**config.mk**
```make
export PLATFORM = sky130hd
export DESIGN_NAME = dac_spi_receiver
export DESIGN_NICKNAME = d
export VERILOG_FILES = /design/src/rtl/dac_spi_receiver.sv
export SDC_FILE = /design/constraint.sdc
export NUM_CORES = 1
export LEC_CHECK = 0
export CAP_MARGIN = 10
export CORE_AREA = 2 2 68 70
export CTS_CLUSTER_DIAMETER = 120
export DETAILED_ROUTE_END_ITERATION = 10
export DIE_AREA = 0 0 70 72
export MAX_ROUTING_LAYER = met4
export PLACE_DENSITY = 0.77
export SETUP_SLACK_MARGIN = 0.3
export SLEW_MARGIN = 20
export SYNTH_ARGS = -nofsm -noshare
export SYNTH_HDL_FRONTEND = slang
export SYNTH_SLANG_ARGS = --single-unit
```
**constraint.sdc**
```tcl
create_clock -name CLOCK_50 -period 4.15 [get_ports CLOCK_50]
set_input_delay 1.0375 -clock CLOCK_50 [delete_from_list [all_inputs] [get_ports CLOCK_50]]
set_output_delay 1.0375 -clock CLOCK_50 [all_outputs]
set_load 0.01 [all_outputs]
```
**src/rtl/dac_spi_receiver.sv**
```systemverilog
// dac_spi_receiver: receives DAC control frames from an SPI master (mode 0,
// MSB first) clocked entirely by CLOCK_50.  Each SPI pin is synchronized,
// and edges are found on the synchronized copies.  A frame counts as valid
// only when exactly FRAME_BITS SCLK rising edges occur while CSB is low.
//
// Optional feature macro: DAC_RX_FRAME_ERR_EN
//   defined   -> malformed frames pulse frame_err and bump err_count (saturating)
//   undefined -> frame_err / err_count tied low, no error logic built
//
// state  | meaning
// -------+-----------------------------------------------------------
// IDLE   | bus idle, waiting for CSB falling edge
// SHIFT  | frame in progress, shifting DIN on SCLK rising edges
// RESYNC | after reset: wait for synchronizers to flush and CSB high

module dac_spi_receiver #(
    parameter int FRAME_BITS  = 16,
    parameter int SYNC_STAGES = 2
) (
    input  logic        CLOCK_50,
    input  logic        rst,
    input  logic        DAC_CSB,
    input  logic        DAC_SCLK,
    input  logic        DAC_DIN,
    output logic [3:0]  dac_ctrl,
    output logic [11:0] dac_code,
    output logic        frame_valid,
    output logic        busy,
    output logic        frame_err,
    output logic [7:0]  err_count
);

    localparam int SR_W  = (FRAME_BITS < 16) ? 16 : FRAME_BITS;
    localparam int CW    = $clog2(FRAME_BITS + 2);
    localparam int FLUSH = SYNC_STAGES + 1;
    localparam int FW    = $clog2(FLUSH + 1);

    localparam logic [CW-1:0] CNT_FULL = CW'(FRAME_BITS);
    localparam logic [CW-1:0] CNT_MAX  = CW'(FRAME_BITS + 1);

    typedef enum logic [1:0] {
        IDLE   = 2'd0,
        SHIFT  = 2'd1,
        RESYNC = 2'd2
    } state_t;

    state_t state_q, state_d;

    logic [SYNC_STAGES-1:0] csb_sync, sclk_sync, din_sync;
    logic                   csb_dly, sclk_dly;
    logic                   csb_s, sclk_s, din_s;
    logic                   csb_fall, csb_rise, sclk_rise;

    logic [FW-1:0]   flush_cnt;
    logic            flush_done;
    logic [CW-1:0]   bit_cnt, cnt_next;
    logic [SR_W-1:0] shift_reg;
    logic            start, shift_en, frame_ok, ok_pend;

    // Synchronizers plus one delay flop on CSB/SCLK; reset to the idle-bus level
    always_ff @(posedge CLOCK_50 or posedge rst) begin
        if (rst) begin
            csb_sync  <= '1;
            sclk_sync <= '1;
            din_sync  <= '1;
            csb_dly   <= 1'b1;
            sclk_dly  <= 1'b1;
        end else begin
            csb_sync  <= {csb_sync[SYNC_STAGES-2:0], DAC_CSB};
            sclk_sync <= {sclk_sync[SYNC_STAGES-2:0], DAC_SCLK};
            din_sync  <= {din_sync[SYNC_STAGES-2:0], DAC_DIN};
            csb_dly   <= csb_s;
            sclk_dly  <= sclk_s;
        end
    end

    assign csb_s     = csb_sync[SYNC_STAGES-1];
    assign sclk_s    = sclk_sync[SYNC_STAGES-1];
    assign din_s     = din_sync[SYNC_STAGES-1];
    assign csb_fall  = csb_dly & ~csb_s;
    assign csb_rise  = ~csb_dly & csb_s;
    assign sclk_rise = ~sclk_dly & sclk_s;

    // After reset the synchronizers still hold their forced-high value, so
    // RESYNC must not trust csb_s until the real pin level has flushed through;
    // otherwise a frame in progress would look like a fresh CSB falling edge.
    always_ff @(posedge CLOCK_50 or posedge rst) begin
        if (rst) begin
            flush_cnt <= FW'(FLUSH);
        end else if (flush_cnt != '0) begin
            flush_cnt <= flush_cnt - FW'(1);
        end
    end

    assign flush_done = (flush_cnt == '0);

    // A coincident SCLK edge is folded into the count before the frame-end test
    assign cnt_next = (sclk_rise && bit_cnt != CNT_MAX) ? bit_cnt + CW'(1) : bit_cnt;

    // State register
    always_ff @(posedge CLOCK_50 or posedge rst) begin
        if (rst) begin
            state_q <= RESYNC;
        end else begin
            state_q <= state_d;
        end
    end

    // Next-state and datapath controls
    always_comb begin
        state_d  = state_q;
        start    = 1'b0;
        shift_en = 1'b0;
        frame_ok = 1'b0;
        case (state_q)
            RESYNC: begin
                if (flush_done && csb_s) begin
                    state_d = IDLE;
                end
            end
            IDLE: begin
                if (csb_fall) begin
                    state_d = SHIFT;
                    start   = 1'b1;
                end
            end
            SHIFT: begin
                shift_en = sclk_rise;
                if (csb_rise) begin
                    state_d  = IDLE;
                    frame_ok = (cnt_next == CNT_FULL);
                end
            end
            default: state_d = RESYNC;
        endcase
    end

    assign busy = (state_q == SHIFT);

    // Shift register, bit counter and output capture one cycle after frame end
    always_ff @(posedge CLOCK_50 or posedge rst) begin
        if (rst) begin
            bit_cnt     <= '0;
            shift_reg   <= '0;
            ok_pend     <= 1'b0;
            frame_valid <= 1'b0;
            dac_ctrl    <= '0;
            dac_code    <= '0;
        end else begin
            ok_pend     <= frame_ok;
            frame_valid <= ok_pend;
            if (ok_pend) begin
                {dac_ctrl, dac_code} <= shift_reg[15:0];
            end
            if (start) begin
                bit_cnt   <= '0;
                shift_reg <= '0;
            end else if (shift_en) begin
                bit_cnt   <= cnt_next;
                shift_reg <= {shift_reg[SR_W-2:0], din_s};
            end
        end
    end

`ifdef DAC_RX_FRAME_ERR_EN
    logic frame_bad, bad_pend;

    assign frame_bad = (state_q == SHIFT) && csb_rise && (cnt_next != CNT_FULL);

    // Error pulse aligned with where frame_valid would have fired; saturating count
    always_ff @(posedge CLOCK_50 or posedge rst) begin
        if (rst) begin
            bad_pend  <= 1'b0;
            frame_err <= 1'b0;
            err_count <= '0;
        end else begin
            bad_pend  <= frame_bad;
            frame_err <= bad_pend;
            if (bad_pend && err_count != 8'hFF) begin
                err_count <= err_count + 8'd1;
            end
        end
    end
`else
    assign frame_err = 1'b0;
    assign err_count = 8'd0;
`endif

endmodule
```
# Word level (Yosys, flattened, before mapping)
# Cells that the tools add are included.
word_totals:
  register_bits: 51
  word_cells: 49
op_classes:
  n_addsub: 2
  n_eq_ne: 7
  mux: 14
  bitwise: 6
  n_reduce_logical: 7
op_table:
  columns: ["operator", "n"]
  rows:
  - ["2-to-1 mux 16 bit", 2]
  - ["2-to-1 mux 5 bit", 3]
  - ["2-to-1 mux 2 bit", 3]
  - ["one-hot mux 2 bit (3 select lines)", 1]
  - ["adder 5 x 1 -> 5 bit, second input constant", 1]
  - ["equality test 5 bit, second input constant", 1]
  - ["2-to-1 mux 1 bit", 5]
  - ["inequality test 5 bit, second input constant", 1]
  - ["zero test 2 bit", 2]
  - ["inequality test 2 bit, second input constant", 2]
  - ["nonzero test 2 bit", 2]
  - ["AND 1 bit", 3]
  - ["inverter 1 bit", 3]
  - ["AND reduction 3 bit", 1]
  - ["equality test 2 x 1 -> 1 bit, second input constant", 1]
  - ["equality test 2 bit, second input constant", 1]
  - ["logical AND 1 bit", 2]
  - ["inequality test 2 x 1 -> 1 bit, second input constant", 1]
  - ["subtractor 2 x 1 -> 2 bit, second input constant", 1]

# Longest topological paths before layout
logic_depth:
  depth_word: 7
  depth_mapped: 6
  depth_no_buf: 6

# Worst setup path after synthesis
# OpenSTA, ideal clock, no wires.
synth_path:
  kind: "register to register"
  startpoint: "reg bit_cnt[1]"
  endpoint: "reg ok_pend"
  arrival_time_ps: 1568
  setup_slack_ps: 2471
  path_stages_with_launch: 7
  n_path_buf: 0
  synth_period_minus_slack_ps: 1679
  path_cell_list: "dfrtp_1 -> inv_1 -> ha_1 -> nand4bb_4 -> and2_4 -> or3_1 -> a2111oi_2"
synth_via:
  elab_chain_len: 6
  word_cells_on_any_way: 7
synth_lines:
  columns: ["element", "line", "source"]
  rows:
  - ["from (decl)", "56", "logic [CW-1:0] bit_cnt, cnt_next;"]
  - ["from (signal assigned)", "159", "bit_cnt <= cnt_next;"]
  - ["branches (longest 2 deep; another with adder 5 x 1 -> 5 bit)", null, null]
  - ["2-to-1 mux 5 bit *", "98", "assign cnt_next = (sclk_rise && bit_cnt != CNT_MAX) ? bit_cnt + CW'(1) : bit_cnt;"]
  - ["equality test 5 bit *", "131", "frame_ok = (cnt_next == CNT_FULL);"]
  - ["2-to-1 mux 1 bit *", "129", "if (csb_rise) begin"]
  - ["2-to-1 mux 1 bit *", "115", "case (state_q)"]
  - ["net frame_ok", "58", "logic start, shift_en, frame_ok, ok_pend;"]
  - ["to (signal assigned)", "150", "ok_pend <= frame_ok;"]
  - ["to (decl)", "58", null]
# Mark *: on every way through the listed nets, which the timed path passes.
# A chain may end at the register's enable or synchronous reset.

# Worst setup path in the final report
layout_path:
  startpoint: "reg state_q[0]"
  endpoint: "out busy"
layout_via:
  elab_chain_len: 1
layout_lines:
  columns: ["element", "line", "source"]
  rows:
  - ["from (decl)", "47", "state_t state_q, state_d;"]
  - ["from (signal assigned)", "105", "state_q <= state_d;"]
  - ["equality test 2 x 1 -> 1 bit", "138", "assign busy = (state_q == SHIFT);"]
  - ["to (decl)", "28", "output logic busy,"]
# Every way passes these cells.

==> results.sh <==
export IMPL_grt_ovfl_total=0
export IMPL_netlist_instances=182
export IMPL_criticalPathCategory="reg2out"
export IMPL_grt_pass1_vias=1217
export IMPL_start_util=0.501
export IMPL_vias=1339
export IMPL_cp_end_kind="output pin"
export IMPL_die_w_um=70
export IMPL_layout_commonest_cell="dfrtp_1"
export IMPL_min_period_ns=2.48
export IMPL_finalMaxSlewViolations=0
export IMPL_synth_top_area_cell="dfrtp_1"
export IMPL_grt_usage=0.144
export IMPL_whs_path_depth=0
export IMPL_synth_area_leaders="dfrtp_1 (47%), dfstp_2 (14%), mux2_2 (8.4%), nand2_1 (6.3%), a21oi_1 (4.5%)"
export IMPL_met2_usage=0.207
export IMPL_worst_pin_slew_ns=0.830
export IMPL_drc_errors=0
export IMPL_p_total_mw=0.843
export IMPL_finalClockSkew_ns=0.0131
export IMPL_rsz0062_at_grt="no"
export IMPL_grt_pass1_wl_mm=5.59
export IMPL_crit_path_max_incr_delay_ns=0.55
export IMPL_synth_seq_area_share=0.604
export IMPL_die_h_um=72
export IMPL_grt_antenna_before_repair=0
export IMPL_grt_busiest_layer="met2"
export IMPL_wl_per_cell_um=12.7
export IMPL_r2r_start="sclk_sync[1]"
export IMPL_clock_latency_ns=0.30
export IMPL_period_share=0.598
export IMPL_detailed_place_hpwl_mm=2.20
export IMPL_clock_sinks=51
export IMPL_max_slew_margin=0.446
export IMPL_grt_max_degree=52
export IMPL_cts_buffer_depth=2
export IMPL_holdBufCountCts=0
export IMPL_ctsHtreeMaxLevel=2
export IMPL_drive_above_1_share=0.199
export IMPL_avgViaCountPerCell=5.19
export IMPL_min_from="sclk_sync[0]"
export IMPL_cp_max_fo=6
export IMPL_holdPathEnd="sclk_sync[1]"
export IMPL_critPathRequiredTime_ns=3.11
export IMPL_peakVddDrop_v=0.000244
export IMPL_holdCritPathClass="reg2reg"
export IMPL_outcome="complete, no violations"
export IMPL_grt_use_met1=0.200
export IMPL_fill_cells=387
export IMPL_rrSetupSlack_ns=2.27
export IMPL_cpMaxStageDelayCell="clkdlybuf4s50_1"
export IMPL_synth_top_area_frac=0.469
export IMPL_ys_warn_count=0
export IMPL_drv_cap=0
export IMPL_largest_register_ffs=16
export IMPL_path_cells="nor2b_1 > clkdlybuf4s50_1"
export IMPL_boundaryPins=32
export IMPL_power_density_nw_per_um2=344
export IMPL_use_met3=0.0375
export IMPL_final_cell_mix="dfrtp_1 (40), nand2_1 (36), clkdlybuf4s50_1 (22)"
export IMPL_leakagePower_nw=1.09
export IMPL_core_area_um2=4260
export IMPL_cts_inserted_buffers=5
export IMPL_arrival_ns=1.44
export IMPL_r2r_cells=4
export IMPL_ant_nets=0
export IMPL_wl_mm=3.28
export IMPL_cts_setup_buffers=0
export IMPL_num_antenna_cells=0
export IMPL_postCtsResizedCells=0
export IMPL_clkTransAtPathRegs_ns=0.08
export IMPL_num_nets_final=213
export IMPL_syn_area_um2=2130
export IMPL_area_growth_pct=15.0
export IMPL_dr_pass1_iters=4
export IMPL_r2r_end="bit_cnt[3]"
export IMPL_portBuffers=22
export IMPL_place_congestion=0.804
export IMPL_finalSetupTns_ns=0
export IMPL_finalHoldViolations=0
export IMPL_die_area_um2=5040
export IMPL_setup_violations=0
export IMPL_synth_area_per_cell_um2=11.7
export IMPL_drt_iter0_drc=59
export IMPL_startpoint_type="register"
export IMPL_synth_ff_latch_count=51
export IMPL_row_count=24
export IMPL_root_buffer="clkbuf_8"
export IMPL_fmax_mhz=403
export IMPL_cts_tree="done"
export IMPL_synth_cell_types=33
==> metal layers <==
layer,up-vias,share of wire
met5,-,0
met4,0,0.013
met3,5,0.041
met2,33,0.46
met1,653,0.48
li1,648,-
==> synthesized netlist by cell type, drive strengths merged <==
library cell   n
nand3b         1
or4bb          1
o21a           1
a31oi          1
nor4bb         1
a22oi          1
clkbuf         2
xnor2          1
a41oi          1
buf           14
xor2           2
o21ai          8
dfstp         11
mux2          16
a2111oi        1
nor2b          2
inv            5
nand3          3
ha             3
dfrtp         40
o31ai          3
a21oi         19
or3            1
conb           1
nand2         36
and2           1
nor4b          1
mux2i          1
nand4bb        1
and4b          1
nor2           2
==> worst max path at each step <==
stage	startpoint	endpoint	slack (ns)	cells past startpoint
finish	state_q[0]	busy	1.67	2
global route	state_q[0]	busy	1.60	2
CTS	state_q[0]	busy	1.64	2
detailed placement	rst	dac_ctrl[3]	1.82	2
global placement	rst	dac_ctrl[2]	1.85	2
floorplan	rst	bit_cnt[0]	1.90	1
==> layout make-up <==
| cell class | count | area [um^2] | share of cell area |
|---|---|---|---|
| Inverter | 5 | 20.0 | 0.00815 |
| Multi-Input combinational cell | 118 | 763 | 0.311 |
| Sequential cell | 51 | 1290 | 0.525 |
| Tap cell | 52 | 65.1 | 0.0265 |
| Timing Repair Buffer | 24 | 235 | 0.0958 |
| Clock inverter | 2 | 8.76 | 0.00357 |
| Clock buffer | 6 | 72.6 | 0.0296 |
==> power breakdown <==
part / leakage [nW] / internal (mW) / switching, mW
registers: 0.669 / 0.513 / 0.0127
clock network: 0.0426 / 0.116 / 0.148
logic: 0.376 / 0.0191 / 0.0346
total: 1.09 / 0.648 / 0.195
==> metrics by stage <==
step,instances,instance area [um^2],hold WS [ns],setup slack [ns],util
floorplan,190,2160,0.345,1.90,-
global placement,250,2370,0.346,1.85,0.556
detailed placement,250,2370,0.349,1.82,0.556
CTS,258,2450,0.361,1.64,0.575
global route,258,2450,0.362,1.60,0.576
finish,258,2450,0.359,1.67,0.576
==> worst max-delay path: cells and delay by family (launching register included) <==
family / cells / cell delay, ns
buf+inv: 1 / 0.55
flops: 1 / 0.42
simple gates: 1 / 0.18
==> cell families (layout without fill, tap and decap cells) <==
group,after synthesis,after routing,share of synthesized area
other,1,9,0.00176
XOR/XNOR,3,3,0.0123
AO/OA/AOI/OAI,35,35,0.0950
flip-flops,51,51,0.604
adder cells (fa/ha/maj),3,3,0.0176
AND/OR/NAND/NOR,51,51,0.125
buffers and inverters,21,37,0.0551
multiplexers,17,17,0.0891
Power figures use the tool's default switching activity.
